--- config.mk ---
export PLATFORM = sky130hd
export DESIGN_NAME = fir_stream_adapter
export DESIGN_NICKNAME = d
export VERILOG_FILES = /design/src/rtl/fir_stream_adapter.sv
export SDC_FILE = /design/constraint.sdc
export NUM_CORES = 1
export LEC_CHECK = 0
export ABC_AREA = 0
export BUFFER_PORTS_ARGS = -buffer_cell sky130_fd_sc_hd__buf_2
export CELL_PAD_IN_SITES_DETAIL_PLACEMENT = 0
export CELL_PAD_IN_SITES_GLOBAL_PLACEMENT = 2
export CORE_UTILIZATION = 39
export DETAILED_ROUTE_END_ITERATION = 12
export HOLD_SLACK_MARGIN = 0.06
export PLACE_DENSITY_LB_ADDON = 0.05
export SLEW_MARGIN = 20
export SYNTH_ARGS = -nofsm -noshare
export SYNTH_HDL_FRONTEND = slang
export SYNTH_SLANG_ARGS = --single-unit
--- constraint.sdc ---
create_clock -name clk -period 3.5 [get_ports clk]
set_input_delay 0.525 -clock clk [delete_from_list [all_inputs] [get_ports clk]]
set_output_delay 0.525 -clock clk [all_outputs]
set_load 0.01 [all_outputs]
--- src/rtl/fir_stream_adapter.sv ---
// Streams samples into a frame-based FIR: FIFO-buffered input, one filter sample per FRAME_LEN strobes.
// Latency: m_valid rises 2 clocks after the boundary strobe; s_ready drops only when the FIFO is full.
// Backpressure: a busy output stalls the filter at the frame boundary. FIR_ADAPT_STALL_CNT_EN adds a stall counter.
module fir_stream_adapter #(
    parameter int WIDTH      = 20,
    parameter int FIFO_DEPTH = 4,
    parameter int FRAME_LEN  = 128
) (
    input  logic                    clk,
    input  logic                    rst_n,
    input  logic signed [WIDTH-1:0] s_data,
    input  logic                    s_valid,
    output logic                    s_ready,
    output logic signed [WIDTH-1:0] fir_sig,
    output logic                    fir_ready,
    input  logic signed [WIDTH-1:0] fir_result,
    output logic signed [WIDTH-1:0] m_data,
    output logic                    m_valid,
    input  logic                    m_ready,
    output logic [15:0]             stall_cnt
);

    localparam int AW   = $clog2(FIFO_DEPTH);
    localparam int CNTW = AW + 1;
    localparam int CW   = $clog2(FRAME_LEN);
    localparam logic [CW-1:0] LAST = CW'(FRAME_LEN - 1);

    typedef enum logic [1:0] {IDLE, RUN, WAIT_OUT} state_t;

    logic signed [WIDTH-1:0] r_mem [FIFO_DEPTH];
    logic [AW-1:0]           r_wr_ptr;
    logic [AW-1:0]           r_rd_ptr;
    logic [CNTW-1:0]         r_count;
    logic [CW-1:0]           r_cnt;
    state_t                  r_state;
    logic                    r_cap_pend;
    logic                    r_prime;
    logic signed [WIDTH-1:0] r_m_data;
    logic                    r_m_valid;

    logic                    w_empty;
    logic                    w_push;
    logic                    w_pop;
    logic                    w_fir_ready;
    logic [CW-1:0]           w_cnt_nxt;
    logic [CNTW-1:0]         w_count_nxt;
    state_t                  w_state_nxt;

    assign w_empty   = (r_count == '0);
    assign s_ready   = rst_n && (r_count < CNTW'(FIFO_DEPTH));
    assign w_push    = s_valid && s_ready;
    assign fir_sig   = w_empty ? '0 : r_mem[r_rd_ptr];
    assign fir_ready = w_fir_ready;
    assign m_data    = r_m_data;
    assign m_valid   = r_m_valid;

    // State is chosen from the next cnt and FIFO fill so it always describes the cycle it is in.
    always_comb begin
        w_fir_ready = 1'b0;
        w_pop       = 1'b0;
        w_cnt_nxt   = r_cnt;
        w_count_nxt = r_count;
        w_state_nxt = r_state;
        case (r_state)
            RUN:      w_fir_ready = 1'b1;
            WAIT_OUT: w_fir_ready = !r_m_valid && !r_cap_pend;
            default:  w_fir_ready = 1'b0;
        endcase
        w_pop = w_fir_ready && (r_cnt == LAST);
        if (w_fir_ready) begin
            w_cnt_nxt = (r_cnt == LAST) ? '0 : r_cnt + 1'b1;
        end
        w_count_nxt = r_count + CNTW'(w_push) - CNTW'(w_pop);
        if (w_cnt_nxt != LAST) begin
            w_state_nxt = RUN;
        end else if (w_count_nxt == '0) begin
            w_state_nxt = IDLE;
        end else begin
            w_state_nxt = WAIT_OUT;
        end
    end

    always_ff @(posedge clk or negedge rst_n) begin
        if (!rst_n) begin
            r_state <= IDLE;
            r_cnt   <= LAST;
        end else begin
            r_state <= w_state_nxt;
            r_cnt   <= w_cnt_nxt;
        end
    end

    always_ff @(posedge clk) begin
        if (w_push) begin
            r_mem[r_wr_ptr] <= s_data;
        end
    end

    always_ff @(posedge clk or negedge rst_n) begin
        if (!rst_n) begin
            r_wr_ptr <= '0;
            r_rd_ptr <= '0;
            r_count  <= '0;
        end else begin
            if (w_push) r_wr_ptr <= r_wr_ptr + 1'b1;
            if (w_pop)  r_rd_ptr <= r_rd_ptr + 1'b1;
            r_count <= w_count_nxt;
        end
    end

    // The filter result is valid the cycle after its boundary strobe; the first one after reset is stale.
    always_ff @(posedge clk or negedge rst_n) begin
        if (!rst_n) begin
            r_cap_pend <= 1'b0;
            r_prime    <= 1'b1;
            r_m_data   <= '0;
            r_m_valid  <= 1'b0;
        end else begin
            r_cap_pend <= w_pop;
            if (r_cap_pend) begin
                if (r_prime) begin
                    r_prime <= 1'b0;
                end else begin
                    r_m_data  <= fir_result;
                    r_m_valid <= 1'b1;
                end
            end else if (r_m_valid && m_ready) begin
                r_m_valid <= 1'b0;
            end
        end
    end

`ifdef FIR_ADAPT_STALL_CNT_EN
    logic [15:0] r_stall_cnt;

    always_ff @(posedge clk or negedge rst_n) begin
        if (!rst_n) begin
            r_stall_cnt <= '0;
        end else if ((r_cnt == LAST) && !w_empty && !w_fir_ready && (r_stall_cnt != 16'hFFFF)) begin
            r_stall_cnt <= r_stall_cnt + 16'd1;
        end
    end

    assign stall_cnt = r_stall_cnt;
`else
    assign stall_cnt = 16'd0;
`endif

endmodule

* Word level (Yosys, flattened, before mapping) *
Memory sizes are Yosys's and may differ from the RTL's.
Cells that the tools add are included.

cells by class
  bitwise logic cells = 1
  multiplexer cells = 11
  equality and inequality tests = 5
  reduce and logical (&&, ||, !) cells = 12
  magnitude comparators = 1
  add/subtract/negate cells = 5

operators with widths
  operator               number
  $mux W20               1
  $mux W7                2
  $add A7 B1 Y7 const B  1
  $eq A7 B7 Y1 const B   1
  $ne A7 B7 Y1 const B   1
  $logic_not A3 Y1       2
  $logic_and A1 B1 Y1    5
  $mux W1                5
  $add A2 B1 Y2 const B  2
  $mux W2                2
  $reduce_and A2 Y1      2
  $add A3 B1 Y3          1
  $lt A3 B3 Y1 const B   1
  $sub A3 B1 Y3          1
  $eq A2 B1 Y1 const B   1
  $eq A2 B2 Y1 const B   1
  $logic_not A1 Y1       2
  $ne A2 B2 Y1 const B   1
  $pmux W1 S2            1
  $reduce_bool A2 Y1     1
  $not A1 Y1             1

word-level totals
  bits in registers = 39
  logic and storage cells = 45
  bits in writable memories = 80
  memories = 1
  output and inout port bits = 59

memories
  memory  words  bits a word  read ports  clocked after Yosys merged registers in  wr ports  line  text
  r_mem   4      20           1           0                                        1         30    logic signed [WIDTH-1:0] r_mem [FIFO_DEPTH];

* Logic depth before layout (Yosys ltp) *
Gate-level depths: netlist of the first run.

  word-level depth = 8
  gate-level depth with buffers = 14
  mapped depth without buffers = 14

* Worst setup path after synthesis of the first run *
Ideal clock, no wire load.

  kind = register to register
  from = register r_cnt[0]
  to = register r_state[1]
  arrival = 2.639 ns
  clock period less this slack = 2.740 ns
  slack = 0.760 ns
  stages on the path, launching flop included = 15
  data required time = 3.399 ns
  path through = dfstp_2 -> ha_1 -> buf_2 -> nand2_1 -> nor2_1 -> and2_1 -> ha_1 -> inv_1 -> ha_1 -> inv_1 -> fa_1 -> xnor2_1 -> xnor2_1 -> nor3_1 -> nor4_1

between the ends
  longest elaborated chain between the ends = 6
  elaborated cells on any way between the ends = 10
  classes of those cells = 2 x add/sub; 2 x eq/ne; 4 x mux; 2 x reduce/logical

RTL lines
  item                      line  text
  start, declared           34    logic [CW-1:0] r_cnt;
  start signal, assigned    89    r_cnt <= w_cnt_nxt;
  $eq A7 B7 Y1              69    w_pop = w_fir_ready && (r_cnt == LAST);
  $logic_and A1 B1 Y1       69
  named net w_pop           43    logic w_pop;
  $sub A3 B1 Y3             73    w_count_nxt = r_count + CNTW'(w_push) - CNTW'(w_pop);
  named net w_count_nxt[2]  46    logic [CNTW-1:0] w_count_nxt;
  $logic_not A3 Y1          76    end else if (w_count_nxt == '0) begin
  $mux W2                   76
  $mux W2                   74    if (w_cnt_nxt != LAST) begin
  named net w_state_nxt[1]  47    state_t w_state_nxt;
  end signal, assigned      88    r_state <= w_state_nxt;
  end, declared             35    state_t r_state;

The timed path passes the listed nets, and every way through them passes these cells.
A chain may end at the register's enable or synchronous reset.

* Worst setup path after layout of the first run *
Ends and elaborated chain as after synthesis.

==> results of run 1 <==
cell usage in the layout (no fill, tap or decap), types with 2 or more instances in the layout:
cell type	n
conb_1	16
a21oi_1	5
buf_2	86
nor4b_2	2
and2_1	3
xnor2_1	7
and3_1	6
clkinvlp_4	4
mux4_2	20
nand3_1	4
dfrtp_1	31
nand2_1	9
or3_1	2
nor2b_1	24
inv_1	12
ha_1	9
clkbuf_8	2
dfstp_2	8
nor2_1	2
edfxtp_1	80
clkbuf_16	17
o21ai_0	4
clkinv_2	3
bufinv_16	4
buf_4	9
mux2_2	20
worst max path at each step:
| stage | start | end | slack, ns | cells after the start |
|---|---|---|---|---|
| 6_report | r_cnt[0]$_DFF_PN1_ | r_state[1]$_DFF_PN0_ | 0.63 | 13 |
| 5_1_grt | r_cnt[0]$_DFF_PN1_ | r_state[1]$_DFF_PN0_ | 0.37 | 13 |
| 4_1_cts | r_cnt[0]$_DFF_PN1_ | r_state[1]$_DFF_PN0_ | 0.60 | 13 |
| 3_5_place_dp | r_cnt[0]$_DFF_PN1_ | r_state[1]$_DFF_PN0_ | 0.60 | 13 |
| 3_3_place_gp | r_cnt[0]$_DFF_PN1_ | r_state[1]$_DFF_PN0_ | 0.68 | 13 |
| 2_1_floorplan | r_cnt[0]$_DFF_PN1_ | r_state[1]$_DFF_PN0_ | 0.76 | 14 |
worst max-delay path, delay by kind of cell (launching register included):
kind / cells / cell delay (ns)
adders and majority gates: 4 / 0.94
xor gates and xnor gates: 2 / 0.33
DFF: 1 / 0.61
and+or+nand+nor: 5 / 0.79
buffers and inverters: 2 / 0.09
metal layers:
layer	track usage (%)	vias to the layer above	part of all wire [%]
met5	0	-	0
met4	8.83	0	2.1
met3	4.64	15	4.6
met2	24.7	82	51
met1	17.4	1362	42
li1	-	1270	-
flip-flops by register name, summed over array words and instances (netlist names):
register	flops
r_mem	80
m_data	20
r_cnt	7
r_count	3
r_rd_ptr	2
r_state	2
r_wr_ptr	2
m_valid	1
r_cap_pend	1
r_prime	1
cells by family after synthesis:
kind of cell / count (synthesis) / share of synthesized area [%]
flip-flops: 119 / 68.2
adder cells (fa/ha/maj): 10 / 2.67
buffers and inverters: 37 / 4.13
AO/OA/AOI/OAI: 18 / 2.39
other: 1 / 0.0754
AND/OR/NAND/NOR: 60 / 7.58
multiplexers: 40 / 13.6
XOR/XNOR: 8 / 1.41
cell type report:
cell class / count / area [sq um]
timing repair buffer: 95 / 498
tap: 168 / 210
inverter: 12 / 45.0
fill: 1078 / 6000
clock inverter: 13 / 178
clock buffer: 19 / 453
multi-input combinational: 152 / 1440
sequential: 119 / 3390
metrics by stage:
step,setup slack (ns),utilization [%]
global placement,0.683,45.7
floorplan,0.760,-
finish,0.628,50.9
detailed placement,0.596,45.7
global route,0.369,50.9
CTS,0.600,50.9
where the power goes:
part           total (mW)  internal, mW  switching (mW)
Sequential           1.65          1.61          0.0428
Combinational       0.404         0.162           0.242
Clock                1.82          1.22           0.595
==> results.ini, run 1 <==
[outcome]
status = finished, final reports clean

[place]
portBuffers = 86
gp_congestion = 0.730
dpl_cell_area_sq_um = 5580
hpwl_microns = 5600
numPlacedInstances = 546

[setup_path]
r2r_setup_slack_ns = 0.63
cp_max_fo = 8
slowest_stage = dfstp_2
worst_path_largest_cell_delay_ns = 0.61
required_ns = 3.81
crit_top_cell = ha_1
r2r-end = r_state[1]$_DFF_PN0_
path_class = reg -> reg
cp.arrival_ns = 3.18
crit_chain = ha_1, nand2_1, nor2_1, and2_1, ha_1, inv_1, ha_1, inv_1, fa_1, xnor2_1, xnor2_1, nor3_1, nor4_1
cp-end-kind = flip-flop
worst_setup_path_start_kind = flip-flop
regToRegStartpoint = r_cnt[0]$_DFF_PN1_
r2r_cells = 13

[synthesis]
synthFlopType = edfxtp_1
ys_types = 39
synthTopCellsByArea = edfxtp_1 48%, dfrtp_1 16%, mux4_2 9.1%
synth_edf_count = 80
yosysMostFrequentCell = edfxtp_1
ys_seq_elements = 119
yosys_warnings = 0
syn_inst = 293
async_reset_ff_share_pct = 32.8
synth-seq-area-share_pct = 68.2
syn-cell-area_sq_um = 4970
synth_top_area_cell = edfxtp_1
synth_area_per_cell_sq_um = 17.0
synth_common_cells = 80 x edfxtp_1, 31 x dfrtp_1, 24 x nor2b_1, 20 x mux2_2, 20 x mux4_2
synth_top_area_share_pct = 48.3

[routing]
dr.pass1.iters = 4
detail_route.iter0.violations = 128
dr_total_vias = 2729
drtAntennaViolNets = 0
wire_per_inst_microns = 15.5
wirelength_microns = 8930
post_drt_via_cell_ratio = 4.72
drcViolationCount = 0

[floorplan]
core_sq_um = 12200
pin_count = 103
rows = 40
die_h_microns = 115
initial_utilization_pct = 40.7
dieArea_sq_um = 13200
die_x_microns = 115

[final_layout]
finalInstanceArea_sq_um = 6210
stdcell_count = 578
antennaDiodeCount = 0
fin_nets = 451
drive_above_1_share_pct = 44.4
area_delta_synth_final_pct = 25.0

[global_routing]
grt_usage_pct = 15.0
grt-ovfl-total = 0
grt_pass1_wl_microns = 14300
grt_start_max_net_pins = 40
antenna_found_initial = 0
grt_pass1_vias = 2788

[timing]
drv_slew = 0
hold_slack_ns = 0.203
tightestPinTransition_ns = 1.04
finalSetupViolations = 0
max_freq_mhz = 348
tns_ns = 0
max_slew_margin_pct = 30.8
fin_crit_ns = 2.87
period_share_pct = 82.1
grt_setup_unrepaired = false
finClkSkew_ns = 0.00371
hold_viol_final = 0

[clock_tree]
cts_resized = 0
clkSinkCount = 119
cts_setup_buffers = 0
htree_levels = 4
postCtsHoldBufs = 0
cts.clk_slew.worst_paths_ns = 0.05
cts_max_path_buffers = 2
cts_tree = yes
clk_latency_ns = 0.41
numCtsBuffers = 17
cts_root_buf = clkbuf_16

[pwr]
p_per_area_nw_per_um2 = 623
total_power_mw = 3.87
ir_worst_vdd_v = 0.000376
p_leak_nw = 2.56

[min_path]
hold_class = in -> async

[flow_run]
max_cap_violations = 0

No activity file was read; power rests on OpenSTA's default activity.
==> run 2: changes to the inputs <==
Settings changed: ABC_AREA 0 to 1, CORE_UTILIZATION 39 to 36.
Clock period 3.5 ns to 2.7 ns, I/O delays scaled along.
==> results.ini, run 2 <==
[outcome]
status = finished, final reports clean

[min_path]
hold_class = in -> async

[final_layout]
largest_register_ff_count = 80
fin_nets = 586
antennaDiodeCount = 0
largest_register = r_mem
fin_util_pct = 46.2
final_cell_mix = 86 x buf_2, 85 x nor2_1, 80 x edfxtp_1
area_delta_synth_final_pct = 25.7
drive_above_1_share_pct = 35.0
layout_commonest_cell = buf_2

[setup_path]
path_class = reg -> reg
regToRegStartpoint = r_cnt[1]$_DFF_PN1_
worst_setup_path_start_kind = flip-flop
required_ns = 3.04
cp-end-kind = flip-flop
cp_max_fo = 5
cp.arrival_ns = 2.89
crit_start = r_cnt[1]$_DFF_PN1_

[routing]
dr.pass1.iters = 5
dr_total_vias = 3235
drtAntennaViolNets = 0
drcViolationCount = 0
detail_route.iter0.violations = 133
post_drt_via_cell_ratio = 4.46
wirelength_microns = 10400
wire_per_inst_microns = 14.4

[synthesis]
yosysMostFrequentCell = nor2_1
async_reset_ff_share_pct = 32.8
ys_types = 33
ys_seq_elements = 119
syn-cell-area_sq_um = 5100
yosys_warnings = 0
synth_area_per_cell_sq_um = 11.9
synth-seq-area-share_pct = 66.4
synthFlopType = edfxtp_1
synthTopCellsByArea = edfxtp_1 47%, dfrtp_1 15%, nor2_1 6.5%
synth_top_area_share_pct = 47.1
synth_common_cells = 89 x nor2_1, 80 x edfxtp_1, 40 x o21ai_0, 31 x dfrtp_1, 26 x nand2_1
syn_inst = 429
synth_edf_count = 80
synth_top_area_cell = edfxtp_1

[timing]
period_share_pct = 94.3
tightestPinTransition_ns = 0.608
fin_ws_ns = 0.155
max_freq_mhz = 393
hold_viol_final = 0
finalSetupViolations = 0
drv_slew = 0
finClkSkew_ns = 0.00692
fin_crit_ns = 2.55
max_slew_margin_pct = 59.4

[clock_tree]
cts_tree = yes
clk_latency_ns = 0.41
htree_levels = 4
cts_max_path_buffers = 2
cts_resized = 0
numCtsBuffers = 17
cts_setup_buffers = 0
clkSinkCount = 119
cts_root_buf = clkbuf_16
postCtsHoldBufs = 0
cts.clk_slew.worst_paths_ns = 0.05

[floorplan]
initial_utilization_pct = 36.8
rows = 43
die_x_microns = 121
die_h_microns = 121
dieArea_sq_um = 14700
core_sq_um = 13900
pin_count = 103

[place]
hpwl_microns = 6940
place_ws_ns = 0.0212
portBuffers = 86
gp_congestion = 0.754

[pwr]
ir_worst_vdd_v = 0.000399
p_per_area_nw_per_um2 = 692
p_leak_nw = 2.69

[global_routing]
grt_start_max_net_pins = 41
grt_usage_pct = 16.0
antenna_found_initial = 0
grt_pass1_wl_microns = 16900
grt_pass1_vias = 3268
grt-ovfl-total = 0

[flow_run]
max_cap_violations = 0

## run 2: cell types whose count changed in the layout (fill, tap and decap cells not counted), moves of 13 or more
cell	before	now
a21oi_1	5	21
inv_1	12	25
mux4_2	20	0
nand2_1	9	26
nor2_1	2	85
nor2b_1	24	0
o21ai_0	4	40
## run 2: logic make-up after synthesis
kind of cell	count (synthesis)	share of synthesized area, %
AND/OR/NAND/NOR	149	13.3
flip-flops	119	66.4
AO/OA/AOI/OAI	62	6.08
buffers and inverters	62	6.13
multiplexers	20	4.41
adder cells (fa/ha/maj)	10	2.60
XOR/XNOR	6	1.03
other	1	0.0735
## run 2: report_power, final
| part | switching, mW | internal (mW) | leakage, nW |
|---|---|---|---|
| Sequential | 0.00884 | 1.97 | 1.17 |
| Combinational | 0.0627 | 0.0469 | 1.21 |
| Clock | 0.747 | 1.60 | 0.311 |
## run 2: cell type report
class                           count  area, sq um
Clock inverter                     10          149
Timing Repair Buffer              103          571
Tap cell                          180          225
Multi-Input combinational cell    263         1500
Sequential cell                   119         3390
Clock buffer                       22          474
Inverter                           28          109
Fill cell                        1299         7470
## run 2: worst max-delay path, stage by stage, from the launching register on
cell     delay, ns
dfstp_2       0.59
ha_4          0.17
nand2_2       0.07
nor2_4        0.13
nand2_4       0.10
nor2_4        0.12
ha_1          0.22
inv_1         0.05
ha_1          0.12
inv_1         0.04
fa_1          0.36
xnor2_1       0.33
nor3_4        0.06
nor2_2        0.10
## run 2: stage by stage
stage          std cells  cell area, sq um   TNS, ns  power [mW]  hold WS [ns]
3_5_place_dp         693              5770         0        2.13         0.446
4_1_cts              725              6390         0        4.50        0.0806
2_1_floorplan        444              5160         0        2.07         0.109
3_3_place_gp         693              5770         0        2.12         0.441
6_report             725              6410         0        4.44        0.0771
5_1_grt              725              6410  -0.00594        4.57         0.120
## run 2: worst paths after layout
path	to	slack [ns]	cells past startpoint
max in group asynchronous	r_prime$_DFFE_PN1P_	2.26	2
max reg2reg	r_state[1]$_DFF_PN0_	0.15	13
min in group clk	r_mem[1][15]$_DFFE_PP_	0.21	1
min	m_data[19]$_DFFE_PN0P_	0.08	2
min reg2reg	r_prime$_DFFE_PN1P_	0.45	2
max	r_state[1]$_DFF_PN0_	0.15	13
## run 2: layer usage
layer  GRT usage, %  wire [microns]  share of wire, %
met1           17.9            4320                41
met2           28.1            5430                52
met3           4.28             512               4.9
met4           7.64             182               1.7
met5              0               0                 0
